File: config.mk
export PLATFORM = sky130hd
export DESIGN_NAME = systolic_array_ctrl_flat
export DESIGN_NICKNAME = d
export VERILOG_FILES = /design/src/rtl/systolic_array_ctrl_if.sv /design/src/rtl/systolic_array_ctrl.sv /design/src/flat_wrapper.sv
export SDC_FILE = /design/constraint.sdc
export NUM_CORES = 1
export LEC_CHECK = 0
export BUFFER_PORTS_ARGS = -buffer_cell sky130_fd_sc_hd__buf_4
export CAP_MARGIN = 10
export CORE_AREA = 2 2 306 308
export DETAILED_ROUTE_END_ITERATION = 10
export DIE_AREA = 0 0 308 310
export REMOVE_ABC_BUFFERS = 1
export SETUP_SLACK_MARGIN = 0.02
export SLEW_MARGIN = 20
export SYNTH_ARGS = -nofsm -noshare
export SYNTH_HDL_FRONTEND = slang
export SYNTH_SLANG_ARGS = --single-unit
File: constraint.sdc
create_clock -name clk -period 12.1 [get_ports clk]
set_input_delay 0.605 -clock clk [delete_from_list [all_inputs] [get_ports clk]]
set_output_delay 0.605 -clock clk [all_outputs]
set_load 0.03 [all_outputs]
File: src/rtl/systolic_array_ctrl_if.sv
// Job-side and array-side signals of the 3x3 systolic array sequencer.
// The master modport is the sequencer. The slave modport is the operand buffers, consumer and array.
interface systolic_array_ctrl_if #(
  parameter int DATA_WIDTH = 8,
  parameter int ACC_WIDTH  = 32
);
  logic                    start;
  logic                    start_ready;
  logic                    acc_keep;
  logic [9*DATA_WIDTH-1:0] a_mat;
  logic [9*DATA_WIDTH-1:0] b_mat;
  logic                    busy;
  logic                    arr_clr;
  logic                    arr_en;
  logic [3*DATA_WIDTH-1:0] arr_left;
  logic [3*DATA_WIDTH-1:0] arr_top;
  logic [9*ACC_WIDTH-1:0]  arr_acc;
  logic                    res_valid;
  logic                    res_ready;
  logic [9*ACC_WIDTH-1:0]  res_mat;

  modport master (
    input  start, acc_keep, a_mat, b_mat, arr_acc, res_ready,
    output start_ready, busy, arr_clr, arr_en, arr_left, arr_top, res_valid, res_mat
  );

  modport slave (
    output start, acc_keep, a_mat, b_mat, arr_acc, res_ready,
    input  start_ready, busy, arr_clr, arr_en, arr_left, arr_top, res_valid, res_mat
  );
endinterface

File: src/rtl/systolic_array_ctrl.sv
// Sequencer for a 3x3 systolic MAC array. It clears the array, feeds skewed A rows and B columns, then captures C.
// Latency is 10 cycles from accept to res_valid. With SA_CTRL_ACCUM_EN and acc_keep, CLEAR is skipped and latency is 9.
// Backpressure: one job at a time. start is ignored unless IDLE, and C is held until res_ready.
module systolic_array_ctrl #(
  parameter int DATA_WIDTH = 8,
  parameter int ACC_WIDTH  = 32,
  parameter int N          = 3
) (
  input logic                   clk,
  input logic                   rst,
  systolic_array_ctrl_if.master bus
);
  localparam int DW = DATA_WIDTH;
  localparam logic [2:0] FEED_LAST  = 3'(2*N - 2);
  localparam logic [2:0] DRAIN_LAST = 3'(N - 2);

  typedef enum logic [2:0] {IDLE, CLEAR, FEED, DRAIN, CAPTURE, DONE} state_e;

  state_e                 state_q;
  logic [2:0]             step_q;
  logic [2:0]             step_d;
  logic [9*DW-1:0]        a_q;
  logic [9*DW-1:0]        b_q;
  logic                   busy_q;
  logic                   arr_clr_q;
  logic                   arr_en_q;
  logic                   res_valid_q;
  logic [3*DW-1:0]        arr_left_q;
  logic [3*DW-1:0]        arr_top_q;
  logic [9*ACC_WIDTH-1:0] res_mat_q;

  // Row i of the left edge carries A[i][t-i], and column j of the top edge carries B[t-j][j].
  function automatic logic [3*DW-1:0] skew_left(input logic [9*DW-1:0] m, input logic [2:0] t);
    logic [3*DW-1:0] v;
    int k;
    v = '0;
    for (int i = 0; i < 3; i++) begin
      k = int'(t) - i;
      if (k >= 0 && k <= 2) v[i*DW +: DW] = m[(i*3 + k)*DW +: DW];
    end
    return v;
  endfunction

  function automatic logic [3*DW-1:0] skew_top(input logic [9*DW-1:0] m, input logic [2:0] t);
    logic [3*DW-1:0] v;
    int k;
    v = '0;
    for (int j = 0; j < 3; j++) begin
      k = int'(t) - j;
      if (k >= 0 && k <= 2) v[j*DW +: DW] = m[(k*3 + j)*DW +: DW];
    end
    return v;
  endfunction

  assign step_d = step_q + 3'd1;

  always_ff @(posedge clk) begin
    if (rst) begin
      state_q     <= IDLE;
      step_q      <= '0;
      a_q         <= '0;
      b_q         <= '0;
      busy_q      <= 1'b0;
      arr_clr_q   <= 1'b0;
      arr_en_q    <= 1'b0;
      res_valid_q <= 1'b0;
      arr_left_q  <= '0;
      arr_top_q   <= '0;
      res_mat_q   <= '0;
    end else begin
      case (state_q)
        IDLE: begin
          if (bus.start) begin
            a_q    <= bus.a_mat;
            b_q    <= bus.b_mat;
            busy_q <= 1'b1;
            step_q <= '0;
`ifdef SA_CTRL_ACCUM_EN
            if (bus.acc_keep) begin
              state_q    <= FEED;
              arr_en_q   <= 1'b1;
              arr_left_q <= skew_left(bus.a_mat, 3'd0);
              arr_top_q  <= skew_top(bus.b_mat, 3'd0);
            end else begin
              state_q   <= CLEAR;
              arr_clr_q <= 1'b1;
            end
`else
            state_q   <= CLEAR;
            arr_clr_q <= 1'b1;
`endif
          end
        end
        CLEAR: begin
          state_q    <= FEED;
          step_q     <= '0;
          arr_clr_q  <= 1'b0;
          arr_en_q   <= 1'b1;
          arr_left_q <= skew_left(a_q, 3'd0);
          arr_top_q  <= skew_top(b_q, 3'd0);
        end
        FEED: begin
          if (step_q == FEED_LAST) begin
            state_q    <= DRAIN;
            step_q     <= '0;
            arr_left_q <= '0;
            arr_top_q  <= '0;
          end else begin
            step_q     <= step_d;
            arr_left_q <= skew_left(a_q, step_d);
            arr_top_q  <= skew_top(b_q, step_d);
          end
        end
        DRAIN: begin
          if (step_q == DRAIN_LAST) begin
            state_q  <= CAPTURE;
            step_q   <= '0;
            arr_en_q <= 1'b0;
          end else begin
            step_q <= step_d;
          end
        end
        CAPTURE: begin
          // The last enabled edge was one cycle ago, so the accumulators are final now.
          res_mat_q   <= bus.arr_acc;
          res_valid_q <= 1'b1;
          state_q     <= DONE;
        end
        DONE: begin
          if (bus.res_ready) begin
            res_valid_q <= 1'b0;
            busy_q      <= 1'b0;
            state_q     <= IDLE;
          end
        end
        default: state_q <= IDLE;
      endcase
    end
  end

`ifndef SA_CTRL_ACCUM_EN
  logic unused_acc_keep;
  assign unused_acc_keep = bus.acc_keep;
`endif

  assign bus.start_ready = (state_q == IDLE);
  assign bus.busy        = busy_q;
  assign bus.arr_clr     = arr_clr_q;
  assign bus.arr_en      = arr_en_q;
  assign bus.arr_left    = arr_left_q;
  assign bus.arr_top     = arr_top_q;
  assign bus.res_valid   = res_valid_q;
  assign bus.res_mat     = res_mat_q;
endmodule

File: src/flat_wrapper.sv
// flat-port wrapper written by rule: the top's interface ports become plain ports
module systolic_array_ctrl_flat 
#(
  parameter int DATA_WIDTH = 8,
  parameter int ACC_WIDTH  = 32,
  parameter int N          = 3
)
  (clk, rst, bus_start, bus_acc_keep, bus_a_mat, bus_b_mat, bus_arr_acc, bus_res_ready, bus_start_ready, bus_busy, bus_arr_clr, bus_arr_en, bus_arr_left, bus_arr_top, bus_res_valid, bus_res_mat);
  systolic_array_ctrl_if #(.DATA_WIDTH(DATA_WIDTH), .ACC_WIDTH(ACC_WIDTH)) bus_i ();
  input logic clk;
  input logic rst;
  input wire logic [$bits(bus_i.start)-1:0] bus_start;
  input wire logic [$bits(bus_i.acc_keep)-1:0] bus_acc_keep;
  input wire logic [$bits(bus_i.a_mat)-1:0] bus_a_mat;
  input wire logic [$bits(bus_i.b_mat)-1:0] bus_b_mat;
  input wire logic [$bits(bus_i.arr_acc)-1:0] bus_arr_acc;
  input wire logic [$bits(bus_i.res_ready)-1:0] bus_res_ready;
  output wire logic [$bits(bus_i.start_ready)-1:0] bus_start_ready;
  output wire logic [$bits(bus_i.busy)-1:0] bus_busy;
  output wire logic [$bits(bus_i.arr_clr)-1:0] bus_arr_clr;
  output wire logic [$bits(bus_i.arr_en)-1:0] bus_arr_en;
  output wire logic [$bits(bus_i.arr_left)-1:0] bus_arr_left;
  output wire logic [$bits(bus_i.arr_top)-1:0] bus_arr_top;
  output wire logic [$bits(bus_i.res_valid)-1:0] bus_res_valid;
  output wire logic [$bits(bus_i.res_mat)-1:0] bus_res_mat;
  assign bus_i.start = bus_start;
  assign bus_i.acc_keep = bus_acc_keep;
  assign bus_i.a_mat = bus_a_mat;
  assign bus_i.b_mat = bus_b_mat;
  assign bus_i.arr_acc = bus_arr_acc;
  assign bus_i.res_ready = bus_res_ready;
  assign bus_start_ready = bus_i.start_ready;
  assign bus_busy = bus_i.busy;
  assign bus_arr_clr = bus_i.arr_clr;
  assign bus_arr_en = bus_i.arr_en;
  assign bus_arr_left = bus_i.arr_left;
  assign bus_arr_top = bus_i.arr_top;
  assign bus_res_valid = bus_i.res_valid;
  assign bus_res_mat = bus_i.res_mat;
  systolic_array_ctrl #(.DATA_WIDTH(DATA_WIDTH), .ACC_WIDTH(ACC_WIDTH), .N(N)) u_core (.clk(clk), .rst(rst), .bus(bus_i));
endmodule
==> results by stage, run 1 <==
Run status:
- The flow ran to the end, and the final reports show no timing, DRC or antenna violations.

Logic synthesis:
- The number of synthesized flops with an enable pin is 0.
- The parity-gate share of the synthesized area counting xor and xnor cells is 0.558%.
- The post-synthesis async set-or-reset flop share is 0%.
- By area, the combinational part of the netlist is dominated by simple AND/OR/NAND/NOR gates.
- In the synthesized netlist, mux cells make up 9.45% of the area.
- The simple-gate portion of the synthesized area is 19.9%.
- Of the synthesized area, sequential elements account for 49.2%.
- The most frequently used flop master after synthesis is sky130_fd_sc_hd__dfxtp_1.
- Synthesis inferred 490 register bits.
- The compound-gate portion of the synthesized area is 15.5%.
- Dividing the synthesized area by the synthesized cell count gives 8.25 um2.
- The cell count after synthesis is 2417.
- The count of unique library cells instantiated by Yosys is 53.
- The share of synthesized cell area in full adder, half adder and majority cells is 1.32%.
- During synthesis, Yosys emitted a total of 0 warnings.
- The synthesized netlist occupies a cell area of 19900 um2.

Clocking:
- In this run, post-CTS hold repair placed 0 buffers.
- The TritonCTS buffer count is 58.
- The later-pin clock latency in the skew report is 0.66 ns.
- The longest clock path from root to sink contains 3 buffers.
- TritonCTS built the clock tree.
- The post-cts sizing count is 0.
- The clock root buffer is sky130_fd_sc_hd__clkbuf_16.
- The register clock-pin slew on the reported worst setup and hold paths is 0.07 ns.
- In this run the post-CTS setup repair buffer count came out at 0.
- The maximum level of the CTS H-tree is 2.
- The number of sinks handled by clock tree synthesis is 490.

GRT:
- Global routing used 19.9% of the available met1 tracks.
- Across every metal layer, demand over resource in global routing totals 17.6%.
- The via count of the first global-routing pass was 18500.
- The first global-routing pass estimated 125000 um of wire.
- For this run, global-route usage on met3 was measured as 7.74%.
- The met2 usage in global routing is 28.7%.
- The busiest layer in global routing is met2.
- The total global routing overflow is 0.
- Entering global routing, the biggest net connects 195 pins.
- The initial antenna violation count came to 31.

STA:
- The setup violation total in the final timing report is 0.
- Setup repair after global routing left no endpoint under its margin.
- The hold violation count in the final report came to 0.
- The tightest slew margin relative to the limit is 11.7%.
- At the pin with the least slew margin, the transition time is 1.32 ns.
- The largest clock skew in the final design is 0.0227 ns.
- The slack of the critical path is 7.18 ns.
- Derived from the worst setup path, the maximum achievable clock frequency is 0.203 GHz.
- The accumulated negative setup slack is 0 ns.
- The count of pins over their slew limit is 0.
- The final critical delay including setup and external delays is 4.92 ns.
- In the finished design, the share of the clock period the worst path needs comes to 40.6%.

Critical path:
- The worst setup path is launched from a flop.
- The flop-to-flop setup slack is 7.18 ns.
- The data required time at the worst endpoint is 12.58 ns.
- STA classifies the critical path endpoint as a flop.
- By startpoint and endpoint, the worst setup path is classified as reg2reg.
- Along the worst path, the maximum fanout reaches 54.
- The signal arrival time at the worst endpoint is 5.40 ns.

Layout:
- Leaving out fill and tap cells, the most frequent cell in the layout is sky130_fd_sc_hd__nand2_1.
- The finished layout holds 4343 standard cells, fillers aside.
- The final cell utilization of the core is 31.1%.
- In the layout the commonest cells are sky130_fd_sc_hd__nand2_1, sky130_fd_sc_hd__buf_4, sky130_fd_sc_hd__dfxtp_1.
- The growth of design area from synthesis to finish is 44.4%.
- Fill cells in the final layout number 9911.
- The net total in the final layout is 3548.
- After routing the design area is 28800 um2.
- The post-route netlist has 31.6% of its cells at a drive strength greater than 1.

Placement:
- The HPWL after detailed placement is 65800 um.
- Including well taps, the total number of placed cells is 4227.
- The weighted congestion at the end of routability-driven global placement is 0.842.
- The cell area reported after detailed placement is 26700 um2.
- Buffers placed on the I/O ports in this run total 776.
- At the placement stage, the worst setup path has a slack of 7.11 ns.

Floorplan:
- For this design the top-level I/O count stands at 778.
- The number of placement rows is 112.
- The area enclosed by the die boundary is 95500 um2.
- Once the floorplan was initialized, standard cells occupied 21.6% of the core.
- The y dimension of the die is 310 um.
- The placeable core region is 92500 um2.
- Measured along the x axis, the die boundary spans 308 um.

Pwr:
- Across the VDD grid, the largest voltage drop is 111 uV.
- The analysis attributes to cell leakage a power of 11.5 nW.
- Dividing total power by cell area gives a power density of 192 nW/um2.

Min path:
- The class of the worst hold path is in2reg.

Routing:
- The initial detailed-routing violation count is 1490.
- After detailed routing, the number of vias per cell comes to 4.49.
- After detailed routing, the average wire length per cell comes to 20.4 um.
- Before antenna repair, the detailed router went through 6 iterations.
- Once detail routing completed, the nets flagged for antenna violations numbered 0.
- In the routed design, unresolved DRC markers number 0.
- The total wire length is 88500 um.
- Across all layers, the routed design uses 19500 vias.

Flow run:
- Max-cap violations in this run came to 0.
worst paths after layout:
path | start | cells after the start | to
max | u_core.step_q[0] | 11 | u_core.bus.arr_top[9]
max reg2reg | u_core.step_q[0] | 11 | u_core.bus.arr_top[9]
min reg2reg | u_core.bus.res_mat[167] | 2 | u_core.bus.res_mat[167]
min | bus_arr_acc[233] | 3 | u_core.bus.res_mat[233]
synth_stat cells (2+ instances only):
cell type	n	area share, %
sky130_fd_sc_hd__nor2_1	49	0.92
sky130_fd_sc_hd__a21oi_1	465	12
sky130_fd_sc_hd__o31ai_1	7	0.26
sky130_fd_sc_hd__mux4_2	64	7.2
sky130_fd_sc_hd__xnor2_1	5	0.22
sky130_fd_sc_hd__a2bb2oi_1	8	0.35
sky130_fd_sc_hd__ha_1	21	1.3
sky130_fd_sc_hd__buf_1	7	0.13
sky130_fd_sc_hd__o21a_1	14	0.53
sky130_fd_sc_hd__nor2b_1	2	0.063
sky130_fd_sc_hd__mux2_2	9	0.51
sky130_fd_sc_hd__dfxtp_1	490	49
sky130_fd_sc_hd__o21ai_1	2	0.050
sky130_fd_sc_hd__clkbuf_1	153	2.9
sky130_fd_sc_hd__inv_2	3	0.056
sky130_fd_sc_hd__inv_1	12	0.23
sky130_fd_sc_hd__buf_2	16	0.40
sky130_fd_sc_hd__o21ai_0	46	1.2
sky130_fd_sc_hd__buf_4	4	0.15
sky130_fd_sc_hd__o2111ai_1	3	0.13
sky130_fd_sc_hd__nor3_1	9	0.23
sky130_fd_sc_hd__nor3b_4	2	0.19
sky130_fd_sc_hd__a22o_1	17	0.75
sky130_fd_sc_hd__nand3b_1	2	0.075
sky130_fd_sc_hd__o211ai_1	2	0.075
sky130_fd_sc_hd__nor3b_1	2	0.075
sky130_fd_sc_hd__buf_6	4	0.23
sky130_fd_sc_hd__a22oi_1	2	0.075
sky130_fd_sc_hd__nand2_1	912	17
sky130_fd_sc_hd__and3_1	11	0.35
sky130_fd_sc_hd__xor2_1	4	0.18
sky130_fd_sc_hd__mux2i_1	33	1.7
sky130_fd_sc_hd__nand3_1	11	0.28
sky130_fd_sc_hd__nor3_2	6	0.30
sky130_fd_sc_hd__or3_1	2	0.063
cell families (layout without fill, tap and decap cells):
kind of cell	after synthesis	after routing
buffers and inverters	199	920
adders and majority gates	21	21
and+or+nand+nor	1014	1014
DFF	490	490
other	0	8
xor gates and xnor gates	11	11
AOI/OAI and AO/OA	575	575
muxes	107	107
critical path, stage by stage (launching register included):
cell                        delay [ns]
sky130_fd_sc_hd__dfxtp_4          0.53
sky130_fd_sc_hd__inv_2            0.34
sky130_fd_sc_hd__ha_4             0.60
sky130_fd_sc_hd__buf_4            0.74
sky130_fd_sc_hd__xor2_1           0.43
sky130_fd_sc_hd__ha_1             0.35
sky130_fd_sc_hd__ha_1             0.28
sky130_fd_sc_hd__a21oi_1          0.21
sky130_fd_sc_hd__xnor2_1          0.09
sky130_fd_sc_hd__and3_1           0.18
sky130_fd_sc_hd__o2111ai_1        0.75
sky130_fd_sc_hd__o21ai_0          0.22
registers in the layout, indices dropped and copies added, names as in the netlist:
signal                flops
u_core.a_q               72
u_core.b_q               72
u_core.bus.arr_clr        1
u_core.bus.arr_en         1
u_core.bus.arr_left      24
u_core.bus.arr_top       24
u_core.bus.busy           1
u_core.bus.res_mat      288
u_core.bus.res_valid      1
u_core.state_q            3
u_core.step_q             3
per-stage QoR:
stage,power [W],hold WS (ns)
3_5_place_dp,0.00370,0.442
5_1_grt,0.00580,0.156
3_3_place_gp,0.00367,0.443
6_report,0.00552,0.193
2_1_floorplan,0.00302,0.437
4_1_cts,0.00558,0.135
power by group:
part | switching (W) | internal (W)
clock | 0.000753 | 0.00112
sequential | 0.000140 | 0.00179
combinational | 0.00108 | 0.000640
cell type report:
cell class / instances / area (um2) / area share [%]
antenna: 8 / 20.0 / 0.0695
clock buffer: 82 / 1680 / 5.84
clock inverter: 26 / 342 / 1.19
inverter: 15 / 56.3 / 0.196
multi-input combinational: 1728 / 9360 / 32.5
sequential: 490 / 9810 / 34.1
tap: 1197 / 1500 / 5.20
timing repair buffer: 797 / 6020 / 20.9
layer usage:
metal	vias up	wire length, um
li1	9456	-
met2	730	41100
met4	40	4040
met5	-	261
met1	9097	33300
met3	162	9790
No activity file was read; power rests on OpenSTA's default activity.
==> run 2: changes to the inputs <==
ABC_AREA = 1   (was not set)
CORE_AREA = 2 2 307 309   (was 2 2 306 308)
DIE_AREA = 0 0 309 311   (was 0 0 308 310)
clock period = 4.2 ns   (was 12.1 ns; I/O delays follow)
==> results by stage, run 2 <==
Routing:
- The initial detailed-routing violation count is 1895 (+27%).
- The count of TritonRoute iterations in the first routing pass is 5 (-1).
- The post-route antenna net violation count is 0 (unchanged).
- The number of DRC violations after detailed routing is 0 (unchanged).
- The total number of vias is 23500 (+21%).
- The total wire length is 93300 um (+5.4%).
- The post-detailed-route wirelength per cell is 17.8 um (-13%).
- The post-detailed-route via-to-cell ratio is 4.49 (about the same).

STA:
- The tightest slew margin relative to the limit is 26.7% (+15 points).
- The largest clock skew in the final design is 0.0213 ns (-0.00144 ns).
- The achievable frequency came to 0.268 GHz (+32%).
- The setup violation total in the final timing report is 0 (unchanged).
- The count of pins over their slew limit was 0 (unchanged).
- The hold violation count in the final report is 0 (unchanged).
- Setup repair after global routing left no endpoint under its margin.
- The final critical delay including setup and external delays came to 3.74 ns (-1.18 ns).
- The final worst-path cycle share is 89.0% (+48 points).
- The measured slew at the worst slew-check pin is 1.10 ns (-0.226 ns).

Clocking:
- The later-pin clock latency in the skew report was 0.63 ns (-0.03 ns).
- The clock root buffer is sky130_fd_sc_hd__clkbuf_16.
- The maximum number of buffers from clock root to sink is 3 (unchanged).
- The TritonCTS buffer count is 58 (unchanged).
- The register clock-pin slew on the reported worst setup and hold paths is 0.06 ns (about the same).
- The number of setup buffers added after CTS is 0 (unchanged).
- The number of sinks handled by clock tree synthesis is 490 (unchanged).
- The maximum level of the CTS H-tree is 2 (unchanged).
- The post-cts sizing count was 0 (unchanged).
- TritonCTS built the clock tree.

Critical path:
- The data required time at the worst endpoint is 4.77 ns (-7.81 ns).
- The combined buffer and inverter count along the critical path is 3 (+1).
- The highest cell delay on the worst timing path is 0.51 ns (-0.24 ns).
- The startpoint class of the critical path is a flop.
- The worst setup path is captured at a flop.
- The kind of cell with the highest combined delay on the critical path is simple AND/OR/NAND/NOR gates.
- The signal on the critical path passes through inv_1 -> ha_2 -> buf_4 -> nor2_1 -> nor2_2 -> ha_1 -> ha_1 -> xor2_1 -> buf_4 -> nor2_1 -> nand4_1 -> nand2_1 -> nand2_1 -> a21oi_2.
- For this design, the slowest cell found on the critical path is sky130_fd_sc_hd__buf_4.
- The critical-path maximum fanout is 44 (-19%).
- The worst setup path is of the reg2reg kind.
- The signal arrival time at the worst endpoint is 4.30 ns (-1.10 ns).

Layout:
- The final standard cell area without fillers was 33700 um2 (+17%).
- The proportion of layout cells with a drive suffix above 1 is 23.6% (-8.1 points).
- The area of the multi-input gates came to 9270 um2 (-0.96%).
- The net total in the final layout is 4391 (+24%).
- The number of fill cells in the layout is 9563 (-3.5%).
- The number of standard cells in the layout, taps in and fillers out is 5242 (+21%).
- Relative to the synthesized area, the layout overhead comes to 65.6%.
- The flip-flop count of the largest register after layout came to 288 (unchanged).
- Leaving out fill and tap cells, the most frequent cell in the layout is sky130_fd_sc_hd__buf_4.
- In the layout the commonest cells are sky130_fd_sc_hd__buf_4, sky130_fd_sc_hd__nor2_1, sky130_fd_sc_hd__dfxtp_1.
- The register area is 9810 um2 (unchanged).

Logic synthesis:
- The mean post-synth cell area is 7.21 um2 (-13%).
- The post-synthesis cell area is 20300 um2 (+2.0%).
- The most numerous cell in the Yosys netlist is sky130_fd_sc_hd__nor2_1.
- The share of synthesized area occupied by flip-flops and latches came to 48.2% (-0.97 points).
- The number of synthesized flops with an enable pin is 0 (unchanged).
- The portion of synthesized cell area occupied by the leading cell type is 48.2% (-0.97 points).
- By area the synthesized netlist is led by sky130_fd_sc_hd__dfxtp_1, sky130_fd_sc_hd__nor2_1, sky130_fd_sc_hd__o21ai_0.
- The count of state elements after synthesis is 490 (unchanged).
- The count of unique library cells instantiated by Yosys is 35 (-34%).
- The cell count after synthesis is 2823 (+17%).
- The number of warnings issued by yosys is 0 (unchanged).
- After synthesis, the most frequently instantiated cells are sky130_fd_sc_hd__nor2_1, sky130_fd_sc_hd__dfxtp_1, sky130_fd_sc_hd__nand2_1.
- The post-synthesis cell type with the largest combined area is sky130_fd_sc_hd__dfxtp_1.
- In the synthesized netlist the dominant register cell turns out to be sky130_fd_sc_hd__dfxtp_1.
- The post-synthesis async set-or-reset flop share is 0% (unchanged).

GRT:
- The pin count of the biggest net entering global routing is 190 (-2.6%).
- The via count of the first global-routing pass was 22700 (+23%).
- The global-route wire length before repair came to 137000 um (+9.7%).
- The overall routing resource usage is 18.3% (+0.71 points).
- The total global routing overflow is 0 (unchanged).
- The initial antenna violation count is 11 (-65%).

Flow run:
- The max-capacitance violation count is 0 (unchanged).

Placement:
- The quantity of I/O buffers inserted on ports is 776 (unchanged).
- The weighted congestion at the end of routability-driven global placement is 0.896 (+6.4%).
- The cell area reported after detailed placement is 27200 um2 (+1.6%).
- The number of placed cells counting well taps is 4678 (+11%).
- The HPWL after detailed placement is 63900 um (-2.8%).

Floorplan:
- The area enclosed by the die boundary is 96100 um2 (+0.65%).
- The number of placement rows is 112 (unchanged).
- The number of primary I/O pins came to 778 (unchanged).
- The effective utilization at floorplan is 21.9% (+0.37 points).
- The placeable core region came to 92800 um2 (+0.30%).
- The die width is 309 um (+0.32%).
- The y dimension of the die is 311 um (+0.32%).

Min path:
- The tightest min-delay check is of the in2reg type.

Pwr:
- The worst supply voltage drop on vdd is 531 uV (+380%).
- The leakage power is 14.2 nW (+24%).
- The power density over the cells is 676 nW/um2 (+250%).
- The total power of the final layout is 0.0228 W (+310%).

Run status:
- The run finished with clean final reports.
## run 2: changes by cell type after synthesis, moves of 64 or more
cell	before	now
sky130_fd_sc_hd__inv_1	12	83
sky130_fd_sc_hd__nor2_1	49	610
sky130_fd_sc_hd__a21oi_1	465	206
sky130_fd_sc_hd__nand3_1	11	252
sky130_fd_sc_hd__o21ai_0	46	424
sky130_fd_sc_hd__nand2_1	912	430
sky130_fd_sc_hd__mux4_2	64	0
## run 2: path summary, 6_finish.rpt
kind	from	endpoint	slack, ns	depth (start not counted)
worst max-delay path	u_core.step_q[1]	u_core.bus.arr_top[10]	0.46	14
worst min-delay path	bus_start	u_core.b_q[4]	0.06	3
worst max register to register	u_core.step_q[1]	u_core.bus.arr_top[10]	0.46	14
worst min register to register	u_core.b_q[41]	u_core.b_q[41]	0.45	2
## run 2: cell type report
class                           instances  area share (%)
Timing Repair Buffer                 1260            31.6
Sequential cell                       490            29.1
Multi-Input combinational cell       2033            27.5
Clock buffer                           85            5.00
Tap cell                             1254            4.66
Inverter                               90            1.06
Clock inverter                         20           0.947
Antenna cell                           10          0.0743
## run 2: worst reg2reg max path, cell delays in order, from the launching register on
cell,delay (ns)
sky130_fd_sc_hd__dfxtp_1,0.43
sky130_fd_sc_hd__inv_1,0.15
sky130_fd_sc_hd__ha_2,0.49
sky130_fd_sc_hd__buf_4,0.52
sky130_fd_sc_hd__nor2_1,0.11
sky130_fd_sc_hd__nor2_2,0.15
sky130_fd_sc_hd__ha_1,0.24
sky130_fd_sc_hd__ha_1,0.31
sky130_fd_sc_hd__xor2_1,0.16
sky130_fd_sc_hd__buf_4,0.18
sky130_fd_sc_hd__nor2_1,0.47
sky130_fd_sc_hd__nand4_1,0.17
sky130_fd_sc_hd__nand2_1,0.10
sky130_fd_sc_hd__nand2_1,0.06
sky130_fd_sc_hd__a21oi_2,0.13
## run 2: power by group
group          switching (W)  total, W  internal, W
combinational        0.00725    0.0109      0.00364
sequential          0.000660   0.00648      0.00582
clock                0.00214   0.00540      0.00326
## run 2: metrics by stage
step           worst slack (ns)  hold WS (ns)  utilization, %  setup TNS, ns
2_1_floorplan             -4.07         0.272               -       -1345.61
3_3_place_gp              0.624         0.426            29.3              0
3_5_place_dp              0.494         0.434            29.3              0
4_1_cts                   0.471       0.00450            36.3              0
5_1_grt                   0.107        0.0371            36.3              0
6_report                  0.464        0.0635            36.3              0
## run 2: layer usage
layer	part of all wire, %	global-route usage (%)
met2	46	29.6
met3	8.4	5.30
met1	43	23.3
met4	2.6	6.11
met5	0	0
## run 2: cell families (layout without fill, tap and decap cells)
logic type / after synthesis / count (layout) / share of synthesized area [%]
xor gates and xnor gates: 8 / 8 / 0.418
and+or+nand+nor: 1321 / 1321 / 26.4
DFF: 490 / 490 / 48.2
other: 0 / 10 / 0
buffers and inverters: 300 / 1455 / 6.31
adders and majority gates: 21 / 21 / 1.29
AOI/OAI and AO/OA: 683 / 683 / 17.4
## run 2: timing repair
| item | 4_1_cts | 5_1_grt |
|---|---|---|
| hold buffers | 449 | 0 |
| endpoints found under the hold margin | 433 | 0 |
| endpoints found under the setup margin | 0 | 0 |
==> run 3: changes to the inputs <==
ABC_AREA = not set   (was 1)
==> results by stage, run 3 (synthesis gave the netlist of run 1 again) <==
GRT:
- The global-route wire length before repair is 135000 um (-1.4%).
- The via count of the first global-routing pass is 21100 (-7.2%).
- The initial antenna violation count was 34 (+23).
- The pin count of the biggest net entering global routing is 170 (-11%).
- The total global routing overflow came to 0 (unchanged).
- The overall routing resource usage is 18.6% (+0.24 points).

Pwr:
- The sequential cell fraction of total power is 34.5% (+6.0 points).
- The part of the total power dissipated in the clock network came to 32.4% (+8.7 points).
- The net switching power is 0.00579 W (-42%).
- The logic gate share of total power was 33.1% (-15 points).
- The power density over the cells is 485 nW/um2 (-28%).
- The internal power summed over all cells is 0.0104 W (-18%).
- The switching share of total power was 35.8% (-8.3 points).
- The leakage power came to 13.4 nW (-5.8%).
- The worst supply voltage drop on vdd is 462 uV (-13%).
- The total power of the final layout is 0.0162 W (-29%).

Critical path:
- The signal arrival time at the worst endpoint came to 4.24 ns (-0.06 ns).
- The flop-to-flop setup slack is 0.48 ns (about the same).
- The critical-path maximum fanout came to 9 (-80%).
- The count of cells along the worst register-to-register path is 14 (unchanged).
- The critical path goes through inv_1 -> ha_4 -> inv_2 -> ha_1 -> inv_1 -> o21ai_0 -> ha_1 -> ha_1 -> a21oi_1 -> xnor2_1 -> and3_1 -> o2111ai_1 -> buf_4 -> o21ai_0.
- The cell with the largest stage delay on the worst path is sky130_fd_sc_hd__o21ai_0.
- In this run the worst setup path terminates at u_core.bus.arr_top[11].
- The highest cell delay on the worst timing path was 0.54 ns (+0.03 ns).
- The most critical setup path has its startpoint at u_core.step_q[1].
- By startpoint and endpoint, the worst setup path is classified as reg2reg.
- The endpoint kind of the worst setup timing path is a flop.
- In this run the critical register-to-register path is captured at u_core.bus.arr_top[11].
- The startpoint class of the critical path is a flop.
- The origin of the critical flop-to-flop path is u_core.step_q[1].
- The data required time at the worst endpoint is 4.72 ns (-0.05 ns).
- In this design, the critical path's most frequently occurring cell is sky130_fd_sc_hd__ha_1.

Clocking:
- The maximum level of the CTS H-tree came to 2 (unchanged).
- In this run the clock root is driven by a sky130_fd_sc_hd__clkbuf_16.
- The CTS tree is built.
- The later-pin clock latency in the skew report was 0.66 ns (+0.03 ns).
- The TritonCTS buffer count is 59 (+1.7%).
- The post-cts sizing count is 0 (unchanged).
- The number of sinks handled by clock tree synthesis came to 490 (unchanged).
- The register clock-pin slew on the reported worst setup and hold paths came to 0.06 ns (about the same).
- The maximum number of buffers from clock root to sink is 3 (unchanged).

Routing:
- The post-route antenna net violation count came to 0 (unchanged).
- The total wire length is 93900 um (+0.61%).
- The number of DRC violations after detailed routing is 0 (unchanged).
- The post-detailed-route wirelength per cell is 19.3 um (+8.5%).
- The total number of vias is 21600 (-8.3%).
- The post-detailed-route via-to-cell ratio is 4.44 (-1.2%).
- The count of TritonRoute iterations in the first routing pass is 5 (unchanged).
- The initial detailed-routing violation count is 1584 (-16%).

Placement:
- The number of placed cells counting well taps is 4300 (-8.1%).
- The weighted congestion at the end of routability-driven global placement is 0.839 (-6.3%).
- The quantity of I/O buffers inserted on ports is 776 (unchanged).
- The HPWL after detailed placement is 68400 um (+7.0%).

Run status:
- The run finished with clean final reports.

STA:
- The measured slew at the worst slew-check pin is 1.04 ns (-0.0557 ns).
- The largest clock skew in the final design was 0.0242 ns (+0.00296 ns).
- The achievable frequency is 0.269 GHz (+0.33%).
- The tightest slew margin relative to the limit is 30.3% (+3.5 points).
- The final worst-path cycle share is 88.7% (-0.29 points).
- The final critical delay including setup and external delays is 3.72 ns (-0.0122 ns).
- The count of pins over their slew limit is 0 (unchanged).
- Setup repair after global routing left no endpoint under its margin.
- The hold violation count in the final report came to 0 (unchanged).
- The setup violation total in the final timing report is 0 (unchanged).

Layout:
- Relative to the synthesized area, the layout overhead comes to 67.4%.
- The flip-flop count of the largest register after layout is 288 (unchanged).
- The net total in the final layout is 3998 (-9.0%).
- Leaving out fill and tap cells, the most frequent cells in the layout are sky130_fd_sc_hd__nand2_1, sky130_fd_sc_hd__buf_4, sky130_fd_sc_hd__dfxtp_1.
- The proportion of layout cells with a drive suffix above 1 is 27.9% (+4.3 points).
- The number of standard cells in the layout, taps in and fillers out is 4862 (-7.2%).
- The number of fill cells in the layout is 9568 (+0.052%).
- Leaving out fill and tap cells, the most frequent cell in the layout is sky130_fd_sc_hd__nand2_1.

Min path:
- The worst hold path cell count is 2 (-1).
- The class of the worst hold path is in2reg.

Floorplan:
- The area enclosed by the die boundary is 96100 um2 (unchanged).
- The number of placement rows was 112 (unchanged).
- The placeable core region was 92800 um2 (unchanged).
- The y dimension of the die is 311 um (unchanged).
- The number of primary I/O pins is 778 (unchanged).
- The die width is 309 um (unchanged).
- The effective utilization at floorplan is 21.5% (-0.43 points).

Flow run:
- The max-capacitance violation count is 0 (unchanged).
## run 3: changes by cell type in the layout (fill, tap and decap cells not counted), moves of 26 or more
cell                       change
sky130_fd_sc_hd__o211ai_1     -26
sky130_fd_sc_hd__nand2_1     +482
sky130_fd_sc_hd__inv_1        -70
sky130_fd_sc_hd__nor2_1      -564
sky130_fd_sc_hd__mux2i_1      +33
sky130_fd_sc_hd__o21ai_0     -378
sky130_fd_sc_hd__nand3_1     -241
sky130_fd_sc_hd__mux4_2       +64
sky130_fd_sc_hd__a21oi_1     +259
## run 3: what timing repair did
| action | in CTS | in global routing |
|---|---|---|
| hold endpoints to repair | 437 | 0 |
| hold buffers | 433 | 0 |
| buffers inserted | 0 | 0 |
## run 3: area by class of cell
type | instances | area [um2] | share of cell area [%]
antenna | 22 | 55.1 | 0.165
clock buffer | 89 | 1720 | 5.15
clock inverter | 18 | 236 | 0.708
inverter | 15 | 56.3 | 0.169
multi-input combinational | 1728 | 9360 | 28.0
sequential | 490 | 9810 | 29.4
tap | 1254 | 1570 | 4.70
timing repair buffer | 1246 | 10600 | 31.7
## run 3: power by group through the flow
stage               Sequential (W)  Combinational (W)  Clock, W
global route               0.00564            0.00579   0.00556
global placement           0.00565            0.00496         0
floorplan                  0.00598            0.00273         0
CTS                        0.00557            0.00536   0.00539
finish                     0.00558            0.00536   0.00524
detailed placement         0.00567            0.00500         0
## run 3: routing by layer
| metal | up-vias | part of all wire, % | track usage [%] |
|---|---|---|---|
| li1 | 10400 | - | - |
| met1 | 10100 | 40 | 22.0 |
| met2 | 810 | 46 | 30.3 |
| met3 | 193 | 8.2 | 5.20 |
| met4 | 22 | 5.6 | 10.0 |
| met5 | - | 0.15 | 0 |
## run 3: worst min-delay path by stage
stage | start | endpoint
after floorplan | rst | u_core.a_q[0]
after global placement | u_core.bus.res_mat[115] | u_core.bus.res_mat[115]
after detailed placement | u_core.bus.res_mat[149] | u_core.bus.res_mat[149]
after CTS | rst | u_core.a_q[65]
after global routing | rst | u_core.a_q[64]
final | rst | u_core.a_q[65]
## run 3: through the flow
| step | hold WS [ns] | instance area [um2] | util, % | setup WS [ns] | setup TNS, ns |
|---|---|---|---|---|---|
| detailed placement | 0.447 | 27000 | 29.1 | 0.539 | 0 |
| finish | 0.0552 | 33400 | 36.0 | 0.476 | 0 |
| global placement | 0.442 | 27000 | 29.1 | 0.583 | 0 |
| global route | 0.0590 | 33400 | 36.0 | 0.192 | 0 |
| CTS | 0.0299 | 33300 | 35.9 | 0.527 | 0 |
| floorplan | 0.279 | 19200 | - | -5.45 | -1726.86 |
## run 3: worst max-delay path, delay by kind of cell (launching register included)
kind                       cells  cell delay (ns)
and+or+nand+nor                1             0.18
xor gates and xnor gates       1             0.10
DFF                            1             0.50
buffers and inverters          4             0.59
AOI/OAI and AO/OA              4             1.06
adders and majority gates      4             1.17
